File: src/rtl/serial_sub.sv
// Digit-serial subtractor: d = x - y - bin over WIDTH bits, DIGIT bits per clock.
// Define SERIAL_SUB_OVF_EN to add the signed-overflow output ovf.
module serial_sub #(
  parameter int WIDTH = 8,
  parameter int DIGIT = 1
) (
  input  logic             clk,
  input  logic             rst_n,
  input  logic             start,
  input  logic [WIDTH-1:0] x,
  input  logic [WIDTH-1:0] y,
  input  logic             bin,
  output logic             busy,
  output logic             done,
  output logic [WIDTH-1:0] d,
  output logic             bout
`ifdef SERIAL_SUB_OVF_EN
  ,
  output logic             ovf
`endif
);

  localparam int N  = WIDTH / DIGIT;
  localparam int CW = ($clog2(N + 1) < 1) ? 1 : $clog2(N + 1);

  // One-hot-style codes so busy/done come straight from state flops.
  localparam logic [1:0] IDLE = 2'b00;
  localparam logic [1:0] RUN  = 2'b01;
  localparam logic [1:0] DONE = 2'b10;

  logic [1:0]       state;
  logic [WIDTH-1:0] xs;
  logic [WIDTH-1:0] ys;
  logic [WIDTH-1:0] rs;
  logic             br;
  logic [CW-1:0]    cnt;

  logic [DIGIT-1:0] dig;
  logic             chain_b;
  logic             chain_bo;
  logic [WIDTH-1:0] rs_next;

`ifdef SERIAL_SUB_OVF_EN
  logic x_msb;
  logic y_msb;
`endif

  assign busy = state[0];
  assign done = state[1];

  always_comb begin
    dig     = '0;
    chain_b = br;
    for (int i = 0; i < DIGIT; i++) begin
      dig[i]  = xs[i] ^ ys[i] ^ chain_b;
      chain_b = (~xs[i] & ys[i]) | (~(xs[i] ^ ys[i]) & chain_b);
    end
    chain_bo = chain_b;
    rs_next  = (rs >> DIGIT) | (WIDTH'(dig) << (WIDTH - DIGIT));
  end

  always_ff @(posedge clk or negedge rst_n) begin
    if (!rst_n) begin
      state <= IDLE;
      xs    <= '0;
      ys    <= '0;
      rs    <= '0;
      br    <= 1'b0;
      cnt   <= '0;
      d     <= '0;
      bout  <= 1'b0;
`ifdef SERIAL_SUB_OVF_EN
      x_msb <= 1'b0;
      y_msb <= 1'b0;
      ovf   <= 1'b0;
`endif
    end else begin
      case (state)
        IDLE, DONE: begin
          if (start) begin
            state <= RUN;
            xs    <= x;
            ys    <= y;
            br    <= bin;
            cnt   <= '0;
`ifdef SERIAL_SUB_OVF_EN
            x_msb <= x[WIDTH-1];
            y_msb <= y[WIDTH-1];
`endif
          end else begin
            state <= IDLE;
          end
        end
        RUN: begin
          xs  <= xs >> DIGIT;
          ys  <= ys >> DIGIT;
          rs  <= rs_next;
          br  <= chain_bo;
          cnt <= cnt + 1'b1;
          // Last digit: publish the assembled result including this digit.
          if (cnt == CW'(N - 1)) begin
            state <= DONE;
            d     <= rs_next;
            bout  <= chain_bo;
`ifdef SERIAL_SUB_OVF_EN
            ovf   <= (x_msb ^ y_msb) & (rs_next[WIDTH-1] ^ x_msb);
`endif
          end
        end
        default: state <= IDLE;
      endcase
    end
  end

endmodule

File: config.mk
export PLATFORM = sky130hd
export DESIGN_NAME = serial_sub
export DESIGN_NICKNAME = d
export VERILOG_FILES = /design/src/rtl/serial_sub.sv
export SDC_FILE = /design/constraint.sdc
export NUM_CORES = 1
export LEC_CHECK = 0
export CORE_UTILIZATION = 30
export CTS_CLUSTER_DIAMETER = 40
export DETAILED_ROUTE_END_ITERATION = 12
export GPL_TIMING_DRIVEN = 0
export HOLD_SLACK_MARGIN = 0.15
export PLACE_DENSITY = 0.53
export SYNTH_ARGS = -nofsm -noshare
export SYNTH_HDL_FRONTEND = slang
export SYNTH_SLANG_ARGS = --single-unit
File: constraint.sdc
create_clock -name clk -period 1.7 [get_ports clk]
set_input_delay 0.51 -clock clk [delete_from_list [all_inputs] [get_ports clk]]
set_output_delay 0.51 -clock clk [all_outputs]
set_load 0.01 [all_outputs]
==> report_table.html <==
<table>
<tr><th>Metric</th><th>Value</th></tr>
<tr><th colspan="2">Status</th></tr>
<tr><td>Result of the run</td><td>completed</td></tr>
<tr><th colspan="2">Setup path</th></tr>
<tr><td>Endpoint of the lowest-slack register-to-register path</td><td>br</td></tr>
<tr><td>Kind of capture point of the worst setup path</td><td>register</td></tr>
<tr><td>Top cell family by delay on the critical path</td><td>buffers and inverters</td></tr>
<tr><td>Critical Path End</td><td>ys[5]</td></tr>
<tr><td>Number of cell instances on the worst register-to-register path</td><td>4</td></tr>
<tr><td>Biggest cell delay along the critical path</td><td>between 0.4 and 0.5 ns</td></tr>
<tr><td>Crit path depth</td><td>6</td></tr>
<tr><td>Startpoint of the most critical register-to-register path</td><td>state[1]</td></tr>
<tr><td>Number of buffers and inverters on the critical path</td><td>3</td></tr>
<tr><td>Kind of launch point of the worst setup path</td><td>input port</td></tr>
<tr><td>CP Data Arrival Time</td><td>1.79 ns</td></tr>
<tr><td>Worst-path maximum fanout</td><td>10</td></tr>
<tr><td>Crit path required time</td><td>slightly below 2 ns</td></tr>
<tr><td>Startpoint of the most critical setup path</td><td>start</td></tr>
<tr><td>CP cell instances</td><td>clkdlybuf4s50_1 -&gt; nor2b_1 -&gt; buf_2 -&gt; clkbuf_4 -&gt; a22oi_1 -&gt; nand2_1</td></tr>
<tr><td>Max stage delay cell, worst path</td><td>sky130_fd_sc_hd__clkdlybuf4s50_1</td></tr>
<tr><td>CP Class</td><td>in2reg</td></tr>
<tr><td>Worst reg2reg setup slack</td><td>between 0.15 and 0.2 ns</td></tr>
<tr><th colspan="2">Pwr</th></tr>
<tr><td>Worst-case vdd ir drop</td><td>just over 0.0005 V</td></tr>
<tr><td>Total power consumption of the routed design</td><td>between 3 and 4 mW</td></tr>
<tr><td>Ratio of total power to cell area</td><td>1750 mW/mm²</td></tr>
<tr><td>P_leak</td><td>about 1.1 nW</td></tr>
<tr><th colspan="2">Synth</th></tr>
<tr><td>Number of synthesized flops with an enable pin</td><td>0</td></tr>
<tr><td>Fraction of registers with async set/reset</td><td>100%</td></tr>
<tr><td>Leading cell type by number of instances after synthesis</td><td>sky130_fd_sc_hd__dfrtp_1</td></tr>
<tr><td>Syn_nets</td><td>~170</td></tr>
<tr><td>Biggest area contributors in the synthesized netlist</td><td>sky130_fd_sc_hd__dfrtp_1 (60%), sky130_fd_sc_hd__nand2_1 (8.5%), sky130_fd_sc_hd__a22oi_1 (6.0%)</td></tr>
<tr><td>Count of synthesis-stage warnings from yosys</td><td>0</td></tr>
<tr><td>Number of register bits inferred by synthesis</td><td>39</td></tr>
<tr><td>Synth cell count leaders</td><td>sky130_fd_sc_hd__dfrtp_1 (39), sky130_fd_sc_hd__nand2_1 (37), sky130_fd_sc_hd__nand3_1 (14)</td></tr>
<tr><td>Ys flop type</td><td>sky130_fd_sc_hd__dfrtp_1</td></tr>
<tr><td>Biggest area consumer among synthesized cells</td><td>sky130_fd_sc_hd__dfrtp_1</td></tr>
<tr><td>Post-synth top area share</td><td>60.0%</td></tr>
<tr><td>Post-synthesis instance area</td><td>0.00163 mm²</td></tr>
<tr><td>Average size of a mapped cell</td><td>approximately 11 µm²</td></tr>
<tr><td>Fraction of the yosys area taken by sequential cells</td><td>between 50% and 60%</td></tr>
<tr><td>Cells after Synth</td><td>147</td></tr>
<tr><td>Number of distinct library cells after synthesis</td><td>22</td></tr>
<tr><th colspan="2">Floorplanning</th></tr>
<tr><td>Core box area</td><td>0.00517 mm²</td></tr>
<tr><td>Total die area</td><td>between 0.005 and 0.006 mm²</td></tr>
<tr><td>Height of the die</td><td>75.7 µm</td></tr>
<tr><td>I/O pin total</td><td>31</td></tr>
<tr><td>Initial core utilization</td><td>approximately a third</td></tr>
<tr><td>Cell Rows</td><td>26</td></tr>
<tr><td>Die span in x</td><td>roughly 76 µm</td></tr>
<tr><th colspan="2">Global route</th></tr>
<tr><td>Wire length of the first global-routing pass</td><td>5860 µm</td></tr>
<tr><td>Residual overflow from global routing</td><td>0</td></tr>
<tr><td>Initial antenna violation count</td><td>0</td></tr>
<tr><td>Via count of the first global-routing pass</td><td>1228</td></tr>
<tr><td>Overall global routing resource usage</td><td>between 10% and 20%</td></tr>
<tr><td>Maximum number of pins on one net before global-route repair</td><td>40</td></tr>
<tr><th colspan="2">STA</th></tr>
<tr><td>Number of endpoints failing setup at the final stage</td><td>0</td></tr>
<tr><td>Final Hold Vio Count</td><td>0</td></tr>
<tr><td>Final Skew</td><td>approximately 0.0056 ns</td></tr>
<tr><td>Clock period minus worst slack</td><td>between 1.5 and 2 ns</td></tr>
<tr><td>Worst slew margin</td><td>a little over two fifths</td></tr>
<tr><td>Highest clock frequency the design can meet</td><td>about 640 MHz</td></tr>
<tr><td>Unrepaired setup endpoints after global routing</td><td>no</td></tr>
<tr><td>Period utilisation layout</td><td>about 92%</td></tr>
<tr><td>Total count of max-transition violations in the final report</td><td>0</td></tr>
<tr><td>Worst Tran Pin Value</td><td>approximately 0.86 ns</td></tr>
<tr><th colspan="2">Placed design</th></tr>
<tr><td>HPWL after detailed placement</td><td>about 2400 µm</td></tr>
<tr><td>Cell Area, Placed</td><td>0.00201 mm²</td></tr>
<tr><td>Last weighted congestion value of the routability-driven placer</td><td>about 0.74</td></tr>
<tr><td>Number of buffers added on ports</td><td>30</td></tr>
<tr><td>Placed Instances</td><td>about 250</td></tr>
<tr><th colspan="2">Clock network</th></tr>
<tr><td>Cts bufs inserted</td><td>5</td></tr>
<tr><td>CTS H-tree lvls</td><td>2</td></tr>
<tr><td>Clock sink total</td><td>39</td></tr>
<tr><td>Clock Tree Buf Depth</td><td>2</td></tr>
<tr><td>Clock transition at the registers of the reported paths</td><td>0.07 ns</td></tr>
<tr><td>CTS tree</td><td>yes</td></tr>
<tr><td>Number of buffers inserted for hold repair after clock tree synthesis</td><td>0</td></tr>
<tr><td>Root buffer cell</td><td>sky130_fd_sc_hd__clkbuf_8</td></tr>
<tr><td>Clock insertion delay at the later pin of the skew report</td><td>about 0.29 ns</td></tr>
<tr><th colspan="2">Cells and area</th></tr>
<tr><td>Number of antenna cells inserted</td><td>0</td></tr>
<tr><td>Share of post-route cells with drive strength above 1</td><td>about an eighth</td></tr>
<tr><td>Filler Cells Inserted</td><td>between 400 and 500</td></tr>
<tr><td>Area growth from synthesis to layout</td><td>31.0%</td></tr>
<tr><td>Nets@finish</td><td>209</td></tr>
<tr><td>Count of non-filler cells in the finished layout</td><td>about 260</td></tr>
<tr><td>Final instance area</td><td>between 0.002 and 0.0025 mm²</td></tr>
<tr><th colspan="2">Detailed routing</th></tr>
<tr><td>Via density</td><td>4.72</td></tr>
<tr><td>Mean routed wirelength per cell</td><td>13.7 µm</td></tr>
<tr><td>TritonRoute pass-1 iters</td><td>4</td></tr>
<tr><td>Sum of routed wire length over all layers</td><td>3540 µm</td></tr>
<tr><td>Via total after detailed routing</td><td>between 1000 and 1500</td></tr>
<tr><td>DRC Markers</td><td>0</td></tr>
<tr><td>Violation count after the first detailed-routing iteration</td><td>between 40 and 50</td></tr>
<tr><td>Remaining number of nets flagged by the antenna check after routing</td><td>0</td></tr>
<tr><th colspan="2">Job</th></tr>
<tr><td>Number of max-cap violations</td><td>0</td></tr>
<tr><th colspan="2">Min path</th></tr>
<tr><td>Path class of the lowest-slack min-delay path</td><td>in2async</td></tr>
</table>
## layout make-up
class / count / area [µm²] / share of cell area, %
flip-flops and latches: 39 / 976 / 45.8
multi-input cells: 95 / 592 / 27.8
repair buffers: 33 / 330 / 15.5
well taps: 70 / 87.6 / 4.11
clock buffers: 7 / 76.3 / 3.58
plain buffers: 10 / 53.8 / 2.52
inverters: 3 / 11.3 / 0.528
clock inverters: 1 / 5.00 / 0.235
## metrics by stage
stage          setup TNS (ns)  hold slack [ns]  setup slack [ns]  util, %
3_3_place_gp           -36.98            0.458            -0.808     39.0
4_1_cts                     0            0.358           0.00519     40.4
6_report                    0            0.334             0.134     41.2
2_1_floorplan               0            0.214             0.168        -
5_1_grt                     0            0.410            0.0228     41.2
3_5_place_dp            -5.88            0.479            -0.414     38.9
## power breakdown
| group | total, mW | switching (mW) | leakage [nW] | internal [mW] |
|---|---|---|---|---|
| clock | 0.599 | 0.311 | 0.0422 | 0.288 |
| combinational | 1.52 | 0.787 | 0.532 | 0.729 |
| sequential | 1.62 | 0.257 | 0.485 | 1.36 |
| total | 3.73 | 1.35 | 1.06 | 2.38 |
## worst min path at each step
| stage | from | endpoint | slack [ns] | cells after the start |
|---|---|---|---|---|
| after global routing | rst_n | d[7] | 0.41 | 1 |
| after detailed placement | rs[1] | rs[1] | 0.48 | 2 |
| final | rst_n | rs[6] | 0.33 | 1 |
| after floorplan | rst_n | bout | 0.21 | 0 |
| after CTS | rst_n | d[7] | 0.36 | 1 |
| after global placement | rs[1] | rs[1] | 0.46 | 2 |
## cells by family (layout without fill, tap and decap cells)
kind of cell               Yosys count  after routing  synth area share [%]
AOI/OAI and AO/OA                   21             21                  9.99
adders and majority gates            2              2                  2.00
buffers and inverters               13             54                  3.69
DFF                                 39             39                  60.0
muxes                               11             11                  7.38
and+or+nand+nor                     61             61                  17.0
## layer usage
metal  global-route usage, %  share of wire (%)  vias to the layer above
li1                        -                  -                      582
met1                    17.8                 46                      599
met2                    22.9                 47                       30
met3                    3.70                5.1                        8
met4                    6.17                1.6                        0
met5                       0                  0                        -
## registers in the layout, summed over array words and instances, names as in the netlist
register and count:
rs 7, d 8, bout 1, xs 8
cnt 4, ys 8, state 2, br 1
## placed cells by master (no fill, tap or decap), types with 4 or more instances in the layout
master / netlist / layout
sky130_fd_sc_hd__nand3_1: 14 / 14
sky130_fd_sc_hd__nand2_1: 37 / 37
sky130_fd_sc_hd__dlymetal6s2s_1: 0 / 7
sky130_fd_sc_hd__a22o_1: 4 / 4
sky130_fd_sc_hd__buf_2: 3 / 4
sky130_fd_sc_hd__mux2_2: 8 / 8
sky130_fd_sc_hd__clkbuf_1: 6 / 6
sky130_fd_sc_hd__dfrtp_1: 39 / 39
sky130_fd_sc_hd__dlygate4sd2_1: 0 / 4
sky130_fd_sc_hd__a22oi_1: 13 / 13
sky130_fd_sc_hd__clkdlybuf4s50_1: 0 / 18
sky130_fd_sc_hd__clkbuf_8: 0 / 5
## what timing repair did
action,4_1_cts,5_1_grt
endpoints found under the setup margin,16,25
resized for setup,6,9
endpoints found under the hold margin,0,0
pin swaps,0,1
setup buffers,0,3
No activity file was read; power rests on OpenSTA's default activity.
